$ cat src/rtl/exe_div_unit_pkg.sv
// ============================================================================
// Module      : exe_div_unit_pkg
// Description : Shared constants for the EXE-stage divider: stall request
//               levels, divide op encodings, FSM state encodings,
//               stall-vector bit indices and a small sign helper.
// Revision    : 1.0 - initial release
// ============================================================================
`default_nettype none

package exe_div_unit_pkg;

  localparam int XLEN  = 32;
  localparam int CNT_W = $clog2(XLEN + 1);

  // Stall request levels driven toward pipeline control
  localparam logic STOP   = 1'b1;
  localparam logic NOSTOP = 1'b0;

  // Divide op encodings (op_in)
  localparam logic [1:0] OP_DIV  = 2'b00;
  localparam logic [1:0] OP_DIVU = 2'b01;
  localparam logic [1:0] OP_REM  = 2'b10;
  localparam logic [1:0] OP_REMU = 2'b11;

  // FSM state encodings
  localparam logic [1:0] ST_IDLE = 2'b00;
  localparam logic [1:0] ST_CALC = 2'b01;
  localparam logic [1:0] ST_DONE = 2'b10;

  // Stall-vector bit indices
  localparam int STALL_ID_EX  = 2;
  localparam int STALL_EX_MEM = 3;

  // Two's-complement negate when neg is set
  function automatic logic [XLEN-1:0] neg_if(input logic neg, input logic [XLEN-1:0] v);
    return neg ? (~v + 1'b1) : v;
  endfunction

endpackage

`default_nettype wire

$ cat src/rtl/div_restore_step.sv
// ============================================================================
// Module      : div_restore_step
// Description : One combinational radix-2 restoring division iteration.
//               {rem,quo} is shifted left by one, the divisor is trial-
//               subtracted from the widened remainder, and the difference is
//               kept (quotient bit = 1) when it is non-negative.
// Revision    : 1.0 - initial release
// Ports       :
//   rem       in  WIDTH  partial remainder (always < divisor)
//   quo       in  WIDTH  partial quotient / remaining dividend bits
//   divisor   in  WIDTH  divisor magnitude
//   next_rem  out WIDTH  remainder after this step
//   next_quo  out WIDTH  quotient after this step
// ============================================================================
`default_nettype none

module div_restore_step #(
  parameter int WIDTH = 32
) (
  input  logic [WIDTH-1:0] rem,
  input  logic [WIDTH-1:0] quo,
  input  logic [WIDTH-1:0] divisor,
  output logic [WIDTH-1:0] next_rem,
  output logic [WIDTH-1:0] next_quo
);

  logic [WIDTH:0] rem_sh;
  logic [WIDTH:0] trial;

  // rem < divisor on entry, so rem_sh < 2*divisor fits WIDTH+1 bits and the
  // MSB of the WIDTH+1-bit difference is a reliable borrow flag.
  always_comb begin
    rem_sh   = {rem, quo[WIDTH-1]};
    trial    = rem_sh - {1'b0, divisor};
    next_rem = trial[WIDTH] ? rem_sh[WIDTH-1:0] : trial[WIDTH-1:0];
    next_quo = {quo[WIDTH-2:0], ~trial[WIDTH]};
  end

endmodule

`default_nettype wire

$ cat src/rtl/exe_div_unit.sv
// ============================================================================
// Module      : exe_div_unit
// Description : Multi-cycle RV32M DIV/DIVU/REM/REMU unit for the EXE stage.
//               Restoring division, one bit per cycle. Requests a pipeline
//               stall while busy and watches the stall vector / jump flush
//               to know when its result is consumed or discarded.
// Revision    : 1.0 - initial release
// Ports       :
//   clk_in            in   1     clock, rising edge
//   reset_n_in        in   1     synchronous active-low reset
//   start_in          in   1     divide op occupies EXE
//   op_in             in   2     00 DIV, 01 DIVU, 10 REM, 11 REMU
//   dividend_in       in   XLEN  rs1 value
//   divisor_in        in   XLEN  rs2 value
//   stall_in          in   6     stall vector (bit2 ID_EX, bit3 EX_MEM)
//   flush_in          in   1     jump flush
//   stallreq_out      out  1     EXE stall request
//   result_out        out  XLEN  quotient or remainder
//   result_valid_out  out  1     result present this cycle
// ============================================================================
`default_nettype none

module exe_div_unit
  import exe_div_unit_pkg::*;
(
  input  logic            clk_in,
  input  logic            reset_n_in,
  input  logic            start_in,
  input  logic [1:0]      op_in,
  input  logic [XLEN-1:0] dividend_in,
  input  logic [XLEN-1:0] divisor_in,
  input  logic [5:0]      stall_in,
  input  logic            flush_in,
  output logic            stallreq_out,
  output logic [XLEN-1:0] result_out,
  output logic            result_valid_out
);

  localparam logic [XLEN-1:0] MIN_INT = {1'b1, {(XLEN-1){1'b0}}};

  logic [1:0]      state;
  logic [1:0]      next_state;
  logic            hold_q;
  logic [CNT_W-1:0] counter;
  logic [1:0]      op_q;
  logic [XLEN-1:0] rem_q;
  logic [XLEN-1:0] quo_q;
  logic [XLEN-1:0] divisor_q;
  logic            neg_quo_q;
  logic            neg_rem_q;

  logic            is_signed_in;
  logic            is_rem_in;
  logic            dvd_neg;
  logic            dvs_neg;
  logic [XLEN-1:0] dvd_mag;
  logic [XLEN-1:0] dvs_mag;
  logic            div_zero;
  logic            overflow;
  logic            special;
  logic [XLEN-1:0] special_result;
  logic            accept;
  logic            last_step;
  logic [XLEN-1:0] step_rem;
  logic [XLEN-1:0] step_quo;
  logic [XLEN-1:0] calc_result;

  // Stall bits owned by other stages are irrelevant here
  logic unused_stall;
  assign unused_stall = ^{stall_in[5:4], stall_in[1:0]};

  // --------------------------------------------------------------------------
  // Operand preparation for the accept cycle
  // --------------------------------------------------------------------------
  always_comb begin
    is_signed_in = (op_in == OP_DIV) || (op_in == OP_REM);
    is_rem_in    = (op_in == OP_REM) || (op_in == OP_REMU);
    dvd_neg      = is_signed_in & dividend_in[XLEN-1];
    dvs_neg      = is_signed_in & divisor_in[XLEN-1];
    dvd_mag      = neg_if(dvd_neg, dividend_in);
    dvs_mag      = neg_if(dvs_neg, divisor_in);
    div_zero     = (divisor_in == '0);
    overflow     = is_signed_in && (dividend_in == MIN_INT) && (divisor_in == '1);
    special      = div_zero | overflow;
    // Divide-by-zero returns the raw dividend as remainder, never sign-fixed
    if (div_zero) special_result = is_rem_in ? dividend_in : '1;
    else          special_result = is_rem_in ? '0 : MIN_INT;
    accept       = start_in && (state == ST_IDLE) && !hold_q && !flush_in;
    last_step    = (state == ST_CALC) && (counter == CNT_W'(1));
  end

  div_restore_step #(.WIDTH(XLEN)) u_step (
    .rem      (rem_q),
    .quo      (quo_q),
    .divisor  (divisor_q),
    .next_rem (step_rem),
    .next_quo (step_quo)
  );

  // Sign fix applied to the final step's output so the result is ready on DONE entry
  always_comb begin
    if ((op_q == OP_REM) || (op_q == OP_REMU)) calc_result = neg_if(neg_rem_q, step_rem);
    else                                       calc_result = neg_if(neg_quo_q, step_quo);
  end

  // --------------------------------------------------------------------------
  // FSM: state register
  // --------------------------------------------------------------------------
  always_ff @(posedge clk_in) begin
    if (!reset_n_in) state <= ST_IDLE;
    else             state <= next_state;
  end

  // FSM: next-state logic
  always_comb begin
    next_state = state;
    if (flush_in) begin
      next_state = ST_IDLE;
    end else begin
      case (state)
        ST_IDLE: if (accept)    next_state = special ? ST_DONE : ST_CALC;
        ST_CALC: if (last_step) next_state = ST_DONE;
        ST_DONE: if (!stall_in[STALL_EX_MEM]) next_state = ST_IDLE;
        default: next_state = ST_IDLE;
      endcase
    end
  end

  // FSM: outputs. Stall request is combinational so it covers the accept cycle.
  always_comb begin
    stallreq_out     = NOSTOP;
    result_valid_out = 1'b0;
    if (!flush_in) begin
      case (state)
        ST_IDLE: if (start_in && !hold_q) stallreq_out = STOP;
        ST_CALC: stallreq_out = STOP;
        ST_DONE: result_valid_out = 1'b1;
        default: ;
      endcase
    end
  end

  // --------------------------------------------------------------------------
  // Datapath, counter and re-execution guard
  // --------------------------------------------------------------------------
  always_ff @(posedge clk_in) begin
    if (!reset_n_in) begin
      hold_q     <= 1'b0;
      counter    <= '0;
      op_q       <= '0;
      rem_q      <= '0;
      quo_q      <= '0;
      divisor_q  <= '0;
      neg_quo_q  <= 1'b0;
      neg_rem_q  <= 1'b0;
      result_out <= '0;
    end else begin
      // hold_q marks "the op still sitting in ID_EX was already executed"
      if (flush_in || !stall_in[STALL_ID_EX])
        hold_q <= 1'b0;
      else if ((state == ST_DONE) && !stall_in[STALL_EX_MEM])
        hold_q <= 1'b1;

      if (accept) begin
        op_q      <= op_in;
        rem_q     <= '0;
        quo_q     <= dvd_mag;
        divisor_q <= dvs_mag;
        neg_quo_q <= dvd_neg ^ dvs_neg;
        neg_rem_q <= dvd_neg;
        counter   <= CNT_W'(XLEN);
        if (special) result_out <= special_result;
      end else if ((state == ST_CALC) && !flush_in) begin
        rem_q   <= step_rem;
        quo_q   <= step_quo;
        counter <= counter - 1'b1;
        if (last_step) result_out <= calc_result;
      end
    end
  end

endmodule

`default_nettype wire

$ cat config.mk
export PLATFORM = sky130hd
export DESIGN_NAME = exe_div_unit
export DESIGN_NICKNAME = d
export VERILOG_FILES = /design/src/rtl/exe_div_unit_pkg.sv /design/src/rtl/div_restore_step.sv /design/src/rtl/exe_div_unit.sv
export SDC_FILE = /design/constraint.sdc
export NUM_CORES = 1
export LEC_CHECK = 0
export CAP_MARGIN = 25
export CORE_MARGIN = 3
export CORE_UTILIZATION = 40
export DETAILED_ROUTE_END_ITERATION = 8
export HOLD_SLACK_MARGIN = 0.12
export MAX_ROUTING_LAYER = met4
export SLEW_MARGIN = 5
export SYNTH_ARGS = -nofsm -noshare
export SYNTH_HDL_FRONTEND = slang
export SYNTH_SLANG_ARGS = --single-unit
$ cat constraint.sdc
create_clock -name clk_in -period 6.08 [get_ports clk_in]
set_input_delay 0.912 -clock clk_in [delete_from_list [all_inputs] [get_ports clk_in]]
set_output_delay 0.912 -clock clk_in [all_outputs]
set_load 0.005 [all_outputs]
== Yosys cells after proc, flatten, opt, wreduce, memory -nomap -nowiden ==
Index checks and enable logic that the tools add are counted.
Word-level totals
  register bits: 141
  latch bits: 0
  bits in writable memories: 0
  bits in read-only memories: 0
  input bits: 76
  word-level logic and storage cells: 94
  memories kept: 0
Operators by class
  add/subtract/negate cells: 6
  multipliers: 0
  div/mod/pow operators: 0
  magnitude comparators: 0
  eq/ne operators: 13
  shifts and indexed selects: 0
  muxes and demuxes: 27
  bitwise gates (word level): 10
  reduce and logical (&&, ||, !) cells: 27
Operators by type and width (number)
  32-bit 2-to-1 mux: 15
  32-bit by 1-bit adder with 32-bit output (second input constant): 4
  32-bit inverter: 4
  32-bit == test (second input constant): 2
  33-bit by 32-bit subtractor with 33-bit output: 1
  32-bit zero test: 1
  6-bit 2-to-1 mux: 2
  2-bit == test (second input constant): 5
  1-bit logical AND: 9
  2-bit 2-to-1 mux: 4
  2-bit != test (second input constant): 4
  6-bit by 1-bit == test with 1-bit output (second input constant): 1
  2-bit case mux with 3 select lines: 1
  3-bit AND reduction: 2
  2-bit OR reduction: 3
  6-bit by 1-bit subtractor with 6-bit output (second input constant): 1
  1-bit zero test: 4
  2-bit zero test: 2
  1-bit logical OR: 4
  1-bit 2-to-1 mux: 4
  2-bit nonzero test: 2
  1-bit AND: 2
  2-bit by 1-bit == test with 1-bit output (second input constant): 1
  1-bit inverter: 2
  other kinds (3): 3

== Longest topological paths before layout ==
  depth after elaboration: 9
  depth in mapped cells: 26
  gate-level depth less buffers: 24

== Modules after synthesis ==
Synthesis repeated with hierarchy kept, for this count alone.
Unflattened totals
  cells, all modules: 1479
  area, all modules: 11167.0 um2
By module, submodules not included
  exe_div_unit: instances 1, cells each 1142, area an instance 8583.2 um2
  div_restore_step: instances 1, cells each 337, area an instance 2583.7 um2

== Least setup slack after synthesis ==
OpenSTA, ideal clock, no wires.
  path type: reg2reg
  from: reg quo_q[31]
  to: reg result_out[28]
  arrival time: 4338 ps
  path slack: 1614 ps
  stages on the path, launching flop included: 26
  path buffers: 2
  clock period less this slack: 4466 ps
  cells stage by stage: dfxtp_1 > inv_1 > ha_1 > inv_1 > fa_1 > a211oi_2 > o211a_1 > or4_4 > a21boi_2 > nor3_2 > nor2_4 > inv_2 > buf_2 > clkbuf_1 > ha_1 > nor3b_1 > nand3_1 > nor2_1 > nand2_1 > o21ai_0 > nand2_1 > xor2_1 > a21oi_1 > nor3_1 > a21oi_1 > o2bb2ai_1
On the way
  cells in the longest elaborated chain, start to end: 9
  elaborated cells between the ends (all ways): 13
  classes of those cells: add/sub (3); mux (7); bitwise (3)
RTL lines
  start, declared: RTL line exe_div_unit.sv:47  | logic [XLEN-1:0] quo_q;
  start signal, assigned: RTL line exe_div_unit.sv:167  | quo_q <= dvd_mag;
  start signal, assigned: RTL line exe_div_unit.sv:175  | quo_q <= step_quo;
  33-bit by 32-bit subtractor with 33-bit output: RTL line div_restore_step.sv:34  | trial = rem_sh - {1'b0, divisor};
  32-bit 2-to-1 mux or 1-bit inverter (tied branches): RTL line div_restore_step.sv:35, div_restore_step.sv:36
  32-bit inverter: RTL line exe_div_unit_pkg.sv:36  | return neg ? (~v + 1'b1) : v;
  32-bit by 1-bit adder with 32-bit output: RTL line exe_div_unit_pkg.sv:36
  32-bit 2-to-1 mux: RTL line exe_div_unit_pkg.sv:36
  32-bit 2-to-1 mux *: RTL line exe_div_unit.sv:102  | if ((op_q == OP_REM) || (op_q == OP_REMU)) calc_result = neg_if(neg_rem_q, step_rem);
  32-bit 2-to-1 mux *: RTL line exe_div_unit.sv:177  | if (last_step) result_out <= calc_result;
  32-bit 2-to-1 mux *: RTL line exe_div_unit.sv:173  | end else if ((state == ST_CALC) && !flush_in) begin
  32-bit 2-to-1 mux *: RTL line exe_div_unit.sv:164  | if (accept) begin
  end signal, assigned: RTL line exe_div_unit.sv:172  | if (special) result_out <= special_result;
  end signal, assigned: RTL line exe_div_unit.sv:177
  end, declared: RTL line exe_div_unit.sv:35  | output logic [XLEN-1:0] result_out,
Every way passes the cells marked *; elsewhere a longest branch is shown, timed or not. The select of a mux whose other input is x is not followed.
A chain may end at the register's enable or synchronous reset.

== Worst setup path in the final report ==
  from: reg quo_q[31]
  to: reg result_out[14]
The elaborated chain is that of the path after synthesis.

==> qor.yml <==
clock_tree:
  clock_latency_ns: 0.44
  cts_resized: 0
  path_clk_slew_ns: 0.07
  numCtsBuffers: 17
  hold_buffers: 0
  cts_root_buffer: "clkbuf_16"
  post_cts.repair.setup_buffers: 0
  cts_max_level: 4
  clockBufferDepth: 2
  tritoncts: "built"
  cts_sinks: 140
cells_and_area:
  drive_above_1_share_pct: 6.11
  final_cell_mix: "nor2_1 (212), nand2_1 (188), dfxtp_1 (140)"
  syn_to_final_growth_pct: 16.8
  ff_latch_area_um2: 2800
  fillCellCount: 2834
  multi_input_comb_area_um2: 8030
  diodes: 0
  final_common_cell: "nor2_1"
  finalNonFillerCells: 1998
  fin_util_pct: 47.7
  layout.nets: 1723
floorplanning:
  ioPinCount: 110
  num_rows: 61
  initial_core_util_pct: 40.9
  core_area_um2: 27900
  die_x_um: 175
  die_area_um2: 30600
  die_h_um: 175
setup_path:
  cp.required_ns: 6.37
  cp_max_fo: 15
  end_kind: "flip-flop"
  rr_endpoint: "result_out[14]"
  reg2regPathDepth: 23
  reg2reg_slack_ns: 0.94
  path_class: "flip-flop to flip-flop"
  worstPathArrival_ns: 5.44
  startpoint_type: "flip-flop"
  worstReg2RegStart: "quo_q[31]"
global_route:
  grt-ovfl-total: 0
  antenna_found_initial: 0
  grt_pass1_wl_um: 61600
  grt_util_all_layers_pct: 26.0
  grt_pass1_vias: 10768
  grt_start_max_net_pins: 91
power_and_ir_drop:
  pwr-share-seq_pct: 32.6
  vdd.ir_drop.worst_uv: 131
  power.internal_w: 0.00197
  pwr-share-clk_pct: 37.1
  power_per_cell_area_nw_per_um2: 229
  p_leak_nw: 4.85
  share_comb_of_total_power_pct: 30.4
  switching_power_w: 0.00108
  netSwitchingFraction_pct: 35.3
routing:
  wire_per_inst_um: 19.9
  routed_via_density: 5.92
  drcViolationCount: 0
  firstDrtPassIters: 5
  final_antenna_net_count: 0
  drtIter0Drc: 1213
  wirelength_um: 39700
  route.vias.total: 11838
synthesis:
  netlist_area_um2: 11400
  yosys.area.top_type: "dfxtp_1"
  synth_compound_area_share_pct: 27.9
  postSynthCellCount: 1553
  ys_ff_latch: 140
  synth_xor_area_share_pct: 10.7
  synth_fa_ha_area_share_pct: 4.45
  synth_seq_area_share_pct: 24.5
  syn_nets: 1669
  ys_warn_count: 0
  ys.flop_type: "dfxtp_1"
  synth.distinct_cells: 91
  synth_edf_count: 0
  yosys-mux-area-fraction_pct: 2.61
  ys_top_cells_by_area: "dfxtp_1 (25%), nor2_1 (7.0%), nand2_1 (6.2%)"
  synth_top_area_share_pct: 24.5
  synthSimpleGateAreaFrac_pct: 24.5
  async_flop_share_pct: 0
  synth_top_family_by_area: "compound AO/OA/AOI/OAI gates"
  synth_area_per_cell_um2: 7.35
flow_run:
  drv_cap: 0
min_path:
  worst_hold_startpoint: "result_out[7]"
  min_to: "result_out[7]"
  hp-class: "flip-flop to flip-flop"
  holdPathStages: 2
timing:
  period_needed_ns: 5.14
  final_hold_viol_count: 0
  setup_violations: 0
  slew_violations: 0
  grt_setup_unrepaired: "no"
  worstMarginPinSlew_ns: 1.11
  fin_crit_sh_pct: 84.6
  max_freq_mhz: 194
  skew_ns: 0.0156
  setup_tns_ns: 0
  maxSlewHeadroom_pct: 25.9
place:
  place_congestion: 0.913
  dp.cells: 1966
  dp_hpwl_um: 29400
  io_buffers: 105
outcome:
  status: "finished clean"
## kinds of logic (layout without fill, tap and decap cells)
group           Yosys count  count (layout)
xor+xnor                139             139
simple gates            600             600
mux                      29              29
flops                   140             140
buf+inv                 148             215
compound gates          457             457
fa+ha+maj                40              40
## through the flow
stage                     cell area (um^2)  power (W)  worst slack [ns]  hold WS [ns]
after floorplan                      11400    0.00165              1.61         0.432
after global placement               12700    0.00192              1.15         0.428
after detailed placement             12700    0.00192              1.05         0.434
after CTS                            13300    0.00305              1.02         0.443
after global routing                 13300    0.00319             0.444         0.470
final                                13300    0.00305             0.936         0.439
## metal layers
metal	GRT usage, %	wire (um)	up-vias
met5	-	0	-
met4	8.05	1080	0
met3	3.54	3170	73
met2	38.5	17200	493
met1	36.8	18300	5535
li1	-	-	5737
## state kept, by name (all words and copies together), names as in the netlist
signal      count
op_q            1
result_out     32
counter         6
neg_quo_q       1
quo_q          32
neg_rem_q       1
state           2
rem_q          32
hold_q          1
divisor_q      32
## worst max-delay path by stage
| stage | from | end | slack [ns] | depth (start not counted) |
|---|---|---|---|---|
| floorplan | quo_q[31] | result_out[28] | 1.61 | 25 |
| global placement | quo_q[31] | result_out[14] | 1.15 | 23 |
| detailed placement | quo_q[31] | result_out[14] | 1.05 | 23 |
| CTS | quo_q[31] | result_out[14] | 1.02 | 23 |
| global route | quo_q[31] | result_out[14] | 0.44 | 23 |
| finish | quo_q[31] | result_out[14] | 0.94 | 23 |
## final cells by class
class	instances	share of cell area, %
Clock buffer	19	3.32
Timing Repair Buffer	122	8.84
Sequential cell	140	21.0
Clock inverter	13	1.32
Inverter	61	1.72
Tap cell	378	3.55
Multi-Input combinational cell	1265	60.2
## cells in the mapped netlist, types with 19 or more instances
cell type and instances:
or3_1 20, inv_1 59, xor2_1 64, clkbuf_1 64, ha_1 39, a211oi_1 70, nand3_1 22, nor2_1 212
a21oi_1 91, a311oi_1 31, dfxtp_1 140, o31ai_1 19, o21ai_0 85, nor3_1 37, xnor2_1 75, nand2_1 188
mux2i_1 25
## worst max-delay path: stages, from the launching register on
cell and delay, ns:
dfxtp_1 0.34, inv_1 0.09, ha_1 0.21, inv_1 0.07, fa_1 0.42, a211oi_2 0.33, o211a_1 0.28, nor4_2 0.08
o21ai_1 0.37, a21oi_4 0.17, nor2_4 0.18, inv_2 0.14, nand2_1 0.09, o21ai_0 0.13, inv_1 0.09, ha_1 0.23
nand2_1 0.12, nor4_2 0.35, mux2i_1 0.24, o31ai_2 0.31, xnor2_1 0.16, nor2_1 0.06, nor3_1 0.45, nor3_1 0.09
## power by group through the flow
stage	registers, W	clock network (W)	logic, W
after CTS	0.000993	0.00114	0.000915
final	0.000994	0.00113	0.000928
after floorplan	0.00100	0	0.000651
after detailed placement	0.00101	0	0.000909
after global placement	0.00101	0	0.000903
after global routing	0.000999	0.00118	0.00101
Power figures use the tool's default switching activity.
